[src/rtl/mem_pkg.sv]
// Shared types and constants for the BRAM access controller and its
// load/store alignment helper.
package mem_pkg;

   typedef enum logic [2:0] {
      IDLE     = 3'd0,
      RD_ISSUE = 3'd1,
      RD_WAIT  = 3'd2,
      WRITE    = 3'd3,
      RESP     = 3'd4
   } state_t;

   typedef enum logic {
      FETCH = 1'b0,
      DATA  = 1'b1
   } owner_t;

   localparam logic [2:0] F3_B  = 3'b000;
   localparam logic [2:0] F3_H  = 3'b001;
   localparam logic [2:0] F3_W  = 3'b010;
   localparam logic [2:0] F3_BU = 3'b100;
   localparam logic [2:0] F3_HU = 3'b101;

   // A full-word store can skip the read half of read-modify-write.
   function automatic logic is_word_store(input logic we, input logic [2:0] funct3);
      return we && (funct3 == F3_W);
   endfunction

endpackage

[src/rtl/lsu_align.sv]
// Combinational load extraction/extension, sub-word store merge and
// misalignment / illegal-funct3 detection.
module lsu_align
   import mem_pkg::*;
(
   input  logic        we,
   input  logic [2:0]  funct3,
   input  logic [1:0]  addr_lo,
   input  logic [31:0] rdata,
   input  logic [31:0] wdata,
   output logic        err,
   output logic [31:0] load_data,
   output logic [31:0] merged_data
);

   logic [7:0]  byte_s;
   logic [15:0] half_s;
   logic        illegal_s;
   logic        misaligned_s;

   // Byte and halfword lanes selected by the low address bits.
   always_comb begin
      byte_s = 8'h00;
      case (addr_lo)
         2'd0:    byte_s = rdata[7:0];
         2'd1:    byte_s = rdata[15:8];
         2'd2:    byte_s = rdata[23:16];
         2'd3:    byte_s = rdata[31:24];
         default: byte_s = 8'h00;
      endcase
      if (addr_lo[1]) begin
         half_s = rdata[31:16];
      end else begin
         half_s = rdata[15:0];
      end
   end

   // Stores accept only B/H/W; loads additionally accept BU/HU.
   always_comb begin
      illegal_s = 1'b1;
      case (funct3)
         F3_B, F3_H, F3_W: illegal_s = 1'b0;
         F3_BU, F3_HU:     illegal_s = we;
         default:          illegal_s = 1'b1;
      endcase
      misaligned_s = 1'b0;
      case (funct3[1:0])
         2'b00:   misaligned_s = 1'b0;
         2'b01:   misaligned_s = addr_lo[0];
         2'b10:   misaligned_s = (addr_lo != 2'b00);
         default: misaligned_s = 1'b0;
      endcase
      err = illegal_s || misaligned_s;
   end

   // Load result extension.
   always_comb begin
      load_data = 32'h0000_0000;
      case (funct3)
         F3_B:    load_data = {{24{byte_s[7]}}, byte_s};
         F3_BU:   load_data = {24'h00_0000, byte_s};
         F3_H:    load_data = {{16{half_s[15]}}, half_s};
         F3_HU:   load_data = {16'h0000, half_s};
         F3_W:    load_data = rdata;
         default: load_data = 32'h0000_0000;
      endcase
   end

   // Sub-word store merge into the word just read back.
   always_comb begin
      merged_data = rdata;
      case (funct3[1:0])
         2'b00: begin
            case (addr_lo)
               2'd0:    merged_data[7:0]   = wdata[7:0];
               2'd1:    merged_data[15:8]  = wdata[7:0];
               2'd2:    merged_data[23:16] = wdata[7:0];
               2'd3:    merged_data[31:24] = wdata[7:0];
               default: merged_data = rdata;
            endcase
         end
         2'b01: begin
            if (addr_lo[1]) begin
               merged_data[31:16] = wdata[15:0];
            end else begin
               merged_data[15:0] = wdata[15:0];
            end
         end
         default: merged_data = wdata;
      endcase
   end

endmodule

[src/rtl/mem_access_ctrl.sv]
// Round-robin arbiter and access sequencer sharing one simple-dual-port
// BRAM between instruction fetch and load/store; one access in flight.
module mem_access_ctrl
   import mem_pkg::*;
#(
   parameter int DEPTH  = 128,
   parameter int ADDR_W = $clog2(DEPTH)
) (
   input  logic              clock,
   input  logic              reset,
   input  logic              i_req_valid,
   input  logic [31:0]       i_req_addr,
   output logic              i_req_ready,
   output logic              i_resp_valid,
   output logic [31:0]       i_resp_data,
   output logic              i_resp_err,
   input  logic              d_req_valid,
   input  logic              d_req_we,
   input  logic [31:0]       d_req_addr,
   input  logic [31:0]       d_req_wdata,
   input  logic [2:0]        d_req_funct3,
   output logic              d_req_ready,
   output logic              d_resp_valid,
   output logic [31:0]       d_resp_rdata,
   output logic              d_resp_err,
   output logic              mem_read_enable,
   output logic [ADDR_W-1:0] mem_addr_read,
   output logic              mem_write_enable,
   output logic [ADDR_W-1:0] mem_addr_write,
   output logic [31:0]       mem_data_in,
   input  logic [31:0]       mem_data_out
);

   state_t            state_r, state_s;
   owner_t            last_grant_r, last_grant_s;
   owner_t            owner_r, owner_s;
   logic [ADDR_W+1:0] addr_r, addr_s;
   logic              we_r, we_s;
   logic [31:0]       wdata_r, wdata_s;
   logic [2:0]        funct3_r, funct3_s;
   logic [31:0]       data_r, data_s;
   logic              err_r, err_s;

   logic              grant_fetch_s, grant_data_s;
   logic              al_we_s;
   logic [2:0]        al_funct3_s;
   logic [ADDR_W+1:0] al_addr_s;
   logic [31:0]       al_wdata_s;
   logic              al_err_s;
   logic [31:0]       al_load_s, al_merged_s;
   logic              active_s;
   logic              unused_addr_s;

   assign active_s      = !reset;
   assign unused_addr_s = ^{i_req_addr[31:ADDR_W+2], d_req_addr[31:ADDR_W+2]};

   // Round-robin grant, only while idle; the loser of a tie won last time.
   always_comb begin
      grant_fetch_s = 1'b0;
      grant_data_s  = 1'b0;
      if ((state_r == IDLE) && active_s) begin
         if (i_req_valid && d_req_valid) begin
            if (last_grant_r == DATA) begin
               grant_fetch_s = 1'b1;
            end else begin
               grant_data_s = 1'b1;
            end
         end else begin
            grant_fetch_s = i_req_valid;
            grant_data_s  = d_req_valid;
         end
      end else begin
         grant_fetch_s = 1'b0;
         grant_data_s  = 1'b0;
      end
   end

   // Alignment unit sees the incoming request while idle, latched fields otherwise.
   always_comb begin
      al_we_s     = we_r;
      al_funct3_s = funct3_r;
      al_addr_s   = addr_r;
      al_wdata_s  = wdata_r;
      if (state_r == IDLE) begin
         if (grant_fetch_s) begin
            al_we_s     = 1'b0;
            al_funct3_s = F3_W;
            al_addr_s   = i_req_addr[ADDR_W+1:0];
            al_wdata_s  = 32'h0000_0000;
         end else begin
            al_we_s     = d_req_we;
            al_funct3_s = d_req_funct3;
            al_addr_s   = d_req_addr[ADDR_W+1:0];
            al_wdata_s  = d_req_wdata;
         end
      end else begin
         al_we_s = we_r;
      end
   end

   lsu_align u_align (
      .we          (al_we_s),
      .funct3      (al_funct3_s),
      .addr_lo     (al_addr_s[1:0]),
      .rdata       (mem_data_out),
      .wdata       (al_wdata_s),
      .err         (al_err_s),
      .load_data   (al_load_s),
      .merged_data (al_merged_s)
   );

   // Next-state and datapath update.
   always_comb begin
      state_s      = state_r;
      last_grant_s = last_grant_r;
      owner_s      = owner_r;
      addr_s       = addr_r;
      we_s         = we_r;
      wdata_s      = wdata_r;
      funct3_s     = funct3_r;
      data_s       = data_r;
      err_s        = err_r;
      case (state_r)
         IDLE: begin
            if (grant_fetch_s || grant_data_s) begin
               owner_s      = grant_fetch_s ? FETCH : DATA;
               last_grant_s = grant_fetch_s ? FETCH : DATA;
               addr_s       = al_addr_s;
               we_s         = al_we_s;
               wdata_s      = al_wdata_s;
               funct3_s     = al_funct3_s;
               data_s       = 32'h0000_0000;
               err_s        = al_err_s;
               if (al_err_s) begin
                  state_s = RESP;
               end else if (is_word_store(al_we_s, al_funct3_s)) begin
                  state_s = WRITE;
               end else begin
                  state_s = RD_ISSUE;
               end
            end else begin
               state_s = IDLE;
            end
         end
         RD_ISSUE: state_s = RD_WAIT;
         RD_WAIT: begin
            if (we_r) begin
               data_s  = al_merged_s;
               state_s = WRITE;
            end else begin
               data_s  = al_load_s;
               state_s = RESP;
            end
         end
         WRITE: begin
            data_s  = 32'h0000_0000;
            state_s = RESP;
         end
         RESP:    state_s = IDLE;
         default: state_s = IDLE;
      endcase
   end

   // State and request registers.
   always_ff @(posedge clock) begin
      if (reset) begin
         state_r      <= IDLE;
         last_grant_r <= DATA;
         owner_r      <= FETCH;
         addr_r       <= {(ADDR_W+2){1'b0}};
         we_r         <= 1'b0;
         wdata_r      <= 32'h0000_0000;
         funct3_r     <= 3'b000;
         data_r       <= 32'h0000_0000;
         err_r        <= 1'b0;
      end else begin
         state_r      <= state_s;
         last_grant_r <= last_grant_s;
         owner_r      <= owner_s;
         addr_r       <= addr_s;
         we_r         <= we_s;
         wdata_r      <= wdata_s;
         funct3_r     <= funct3_s;
         data_r       <= data_s;
         err_r        <= err_s;
      end
   end

   assign i_req_ready  = grant_fetch_s;
   assign d_req_ready  = grant_data_s;

   assign i_resp_valid = active_s && (state_r == RESP) && (owner_r == FETCH);
   assign i_resp_data  = i_resp_valid ? data_r : 32'h0000_0000;
   assign i_resp_err   = i_resp_valid && err_r;
   assign d_resp_valid = active_s && (state_r == RESP) && (owner_r == DATA);
   assign d_resp_rdata = d_resp_valid ? data_r : 32'h0000_0000;
   assign d_resp_err   = d_resp_valid && err_r;

   // Strobes are gated by reset so an access cut off mid-flight never lands.
   assign mem_read_enable  = active_s && (state_r == RD_ISSUE);
   assign mem_addr_read    = mem_read_enable ? addr_r[ADDR_W+1:2] : {ADDR_W{1'b0}};
   assign mem_write_enable = active_s && (state_r == WRITE);
   assign mem_addr_write   = mem_write_enable ? addr_r[ADDR_W+1:2] : {ADDR_W{1'b0}};
   assign mem_data_in      = !mem_write_enable ? 32'h0000_0000 :
                             (is_word_store(we_r, funct3_r) ? wdata_r : data_r);

endmodule

[config.mk]
export PLATFORM = sky130hd
export DESIGN_NAME = mem_access_ctrl
export DESIGN_NICKNAME = d
export VERILOG_FILES = /design/src/rtl/mem_pkg.sv /design/src/rtl/lsu_align.sv /design/src/rtl/mem_access_ctrl.sv
export SDC_FILE = /design/constraint.sdc
export NUM_CORES = 1
export LEC_CHECK = 0
export ABC_AREA = 1
export CORE_ASPECT_RATIO = 2
export CORE_UTILIZATION = 40
export CTS_CLUSTER_DIAMETER = 30
export DETAILED_ROUTE_END_ITERATION = 12
export HOLD_SLACK_MARGIN = 0.06
export PLACE_DENSITY = 0.72
export SLEW_MARGIN = 15
export SYNTH_ARGS = -nofsm -noshare
export SYNTH_HDL_FRONTEND = slang
export SYNTH_SLANG_ARGS = --single-unit
[constraint.sdc]
create_clock -name clock -period 5.6 [get_ports clock]
set_clock_uncertainty 0.1 [all_clocks]
set_input_delay 1.68 -clock clock [delete_from_list [all_inputs] [get_ports clock]]
set_output_delay 1.68 -clock clock [all_outputs]
set_load 0.02 [all_outputs]
==> flow_metrics.env <==
export IMPL_outcome="completed"
export IMPL_cts_sinks=83
export IMPL_wl_per_cell_um=16.88
export IMPL_switching_share_pct=57.74
export IMPL_h_tree_depth=3
export IMPL_core_um2=17700
export IMPL_crit_required_ns=3.82
export IMPL_internal_power_mw=2.315
export IMPL_antenna_cells=0
export IMPL_port_buffers=207
export IMPL_worstSetupPathType="primary input to output pin"
export IMPL_crit_fanout=33
export IMPL_rsz0062_at_grt="no"
export IMPL_cts_hold_buf=0
export IMPL_power_density_nw_per_um2=564.7
export IMPL_p_leak_nw=4.288
export IMPL_maxSlewHeadroom_pct=37.12
export IMPL_clk_pin_slew_ns=0.06
export IMPL_cts_resized=0
export IMPL_wirelength_mm=28.47
export IMPL_crit_path_start_kind="primary input"
export IMPL_holdCritStartpoint="wdata_r[10]$_SDFFE_PP0P_"
export IMPL_die_y_um=191.7
export IMPL_start_util_pct=40.69
export IMPL_drt_iter0_markers=769
export IMPL_dieArea_um2=18570
export IMPL_finalCritPeriodShare_pct=98.37
export IMPL_worstRegToRegCells=17
export IMPL_ys_ff_latch=83
export IMPL_io_pins=254
export IMPL_fmax_mhz=181.5
export IMPL_layout_common_cells="nand2_1, clkdlybuf4s50_1, nor2_1, inv_1, a21oi_1"
export IMPL_grt_max_degree=56
export IMPL_cts_tree="built"
export IMPL_yosys_warnings=0
export IMPL_startpoint="reset"
export IMPL_preCtsSetupSlack_ns=0.1152
export IMPL_cp_arrival_ns=3.73
export IMPL_period_needed_ns=5.509
export IMPL_syn_area_um2=7201
export IMPL_hold_path_end="wdata_r[10]$_SDFFE_PP0P_"
export IMPL_remaining_drc_errors=0
export IMPL_insertion_delay_ns=0.35
export IMPL_hold_depth=2
export IMPL_maxCapViolCount=0
export IMPL_cts_buffers=9
export IMPL_grt_first_pass_wirelength_mm=43.64
export IMPL_drive_gt1_share_pct=5.767
export IMPL_r2r_start="state_r[0]$_SDFF_PP0_"
export IMPL_netlist_cell_type_count=35
export IMPL_n_fill_cell=1839
export IMPL_clk_path_buf_depth=2
export IMPL_synth_nets=1448
export IMPL_hold_viol=0
export IMPL_place_congestion=0.9209
export IMPL_p_sw_mw=3.164
export IMPL_nets=1608
export IMPL_num_rows=69
export IMPL_vdd_drop_max_v=0.0004187
export IMPL_grt_pass1_vias=8499
export IMPL_ys_seq_area_share_pct=23.08
export IMPL_post_cts_buffers=0
export IMPL_ant_nets=0
export IMPL_final_common_cell="nand2_1"
export IMPL_worstHoldPathType="flip-flop to flip-flop"
export IMPL_rrSetupSlack_ns=1.76
export IMPL_timing_rr_end="data_r[6]$_SDFFE_PP0P_"
export IMPL_drt_first_pass_iters=5
export IMPL_overflow=0
export IMPL_clockPowerShare_pct=13.0
export IMPL_crit_path_end_kind="output pin"
export IMPL_setup_tns_ns=0
export IMPL_syn_instance_count=1309
export IMPL_area_delta_synth_final_pct=34.77
export IMPL_post_drt_via_cell_ratio=5.443
export IMPL_maxSlewViolCount=0
export IMPL_finalSetupViolCount=0
export IMPL_setup_slack_ns=0.09141
export IMPL_hpwl_mm=20.91
export IMPL_postSynthAreaPerCell_um2=5.501
export IMPL_track_usage_pct=29.61
export IMPL_num_vias=9183
export IMPL_comb_power_share_pct=70.9
export IMPL_root_buffer="clkbuf_16"
export IMPL_dieWidth_um=96.87
export IMPL_antenna_found_initial=0
export IMPL_worstMarginPinSlew_ns=0.9418
export IMPL_p_seq_share_pct=16.1
registers in the layout (all words and copies together) (netlist names), 3 cells and up:
register / cells
addr_r: 9
data_r: 32
funct3_r: 3
state_r: 3
wdata_r: 32
worst max-delay path, cell delays in order:
cell             delay [ns]
clkdlybuf4s50_1        0.50
inv_6                  0.15
nand2_1                0.09
inv_1                  0.10
buf_12                 0.19
o21ai_0                0.14
a21oi_1                0.22
clkdlybuf4s50_1        0.65
final cells by class:
| type | count | area (um^2) | area share, % |
|---|---|---|---|
| multi-input combinational | 970 | 4474 | 46.11 |
| clock buffer | 10 | 239.0 | 2.463 |
| clock inverter | 6 | 111.4 | 1.148 |
| sequential | 83 | 1662 | 17.12 |
| timing repair buffer | 234 | 2305 | 23.75 |
| inverter | 171 | 646.9 | 6.666 |
| tap | 213 | 266.5 | 2.746 |
per-stage QoR:
stage | area, um^2 | hold slack [ns] | instances | total power [mW] | utilization, %
3_3_place_gp | 9349 | 0.3530 | 1671 | 4.673 | 52.82
6_report | 9704 | 0.3743 | 1687 | 5.480 | 54.83
3_5_place_dp | 9349 | 0.3656 | 1671 | 4.699 | 52.82
2_1_floorplan | 7201 | 0.3453 | 1309 | 3.698 | -
5_1_grt | 9704 | 0.4009 | 1687 | 5.910 | 54.83
4_1_cts | 9699 | 0.3750 | 1687 | 5.434 | 54.80
cells in the mapped netlist:
master	instances	area, um^2
buf_4	7	52.55
nor2_8	1	20.02
nand3_4	2	35.03
buf_2	22	110.1
o22ai_1	1	6.260
ha_1	3	37.54
o21ai_4	1	16.27
nand2_4	3	33.78
o21ai_2	1	8.760
inv_2	10	37.54
o21ai_0	72	360.4
clkinv_1	2	7.510
o211ai_1	8	60.06
buf_6	6	67.56
a22oi_1	16	120.1
a21boi_0	6	45.04
nor2_1	160	600.6
dfxtp_1	83	1662
a21oi_2	1	8.760
a211oi_1	3	22.52
nand2_1	373	1400
nand4_1	25	156.4
inv_1	158	593.1
o21ai_1	12	60.06
nor4_1	1	6.260
buf_1	12	45.04
nor2_4	3	33.78
nand2_2	15	93.84
clkbuf_1	38	142.6
inv_6	1	8.760
a21oi_4	2	32.53
nor3_1	2	10.01
nand3_2	2	20.02
nand3_1	113	565.5
a21oi_1	144	720.7
layer usage:
metal | vias up | track usage, % | wire, um
met4 | 0 | 16.53 | 1487
met2 | 415 | 54.41 | 14430
met1 | 4195 | 32.68 | 10690
li1 | 4496 | - | -
met5 | - | 0 | 0
met3 | 77 | 3.493 | 1863
power groups by stage:
| stage | logic (mW) | registers (mW) | clock network [mW] |
|---|---|---|---|
| global route | 4.27 | 0.899 | 0.742 |
| finish | 3.89 | 0.880 | 0.713 |
| global placement | 3.80 | 0.878 | 0 |
| CTS | 3.84 | 0.875 | 0.720 |
| floorplan | 2.84 | 0.855 | 0 |
| detailed placement | 3.82 | 0.884 | 0 |
kinds of logic after synthesis:
| logic type | after synthesis | share of synthesized area (%) |
|---|---|---|
| compound gates | 267 | 20.30 |
| fa+ha+maj | 3 | 0.5213 |
| buf+inv | 256 | 14.79 |
| flops | 83 | 23.08 |
| simple gates | 700 | 41.32 |
worst max-delay path by stage:
stage | slack [ns] | end
after CTS | 0.11 | i_resp_data[16]
after floorplan | 0.82 | mem_data_in[22]
after global routing | 0.001 | i_resp_data[17]
after detailed placement | 0.12 | mem_data_in[15]
after global placement | 0.14 | mem_data_in[9]
final | 0.09 | mem_data_in[15]
Note: power is estimated with default switching activity, not from simulation.
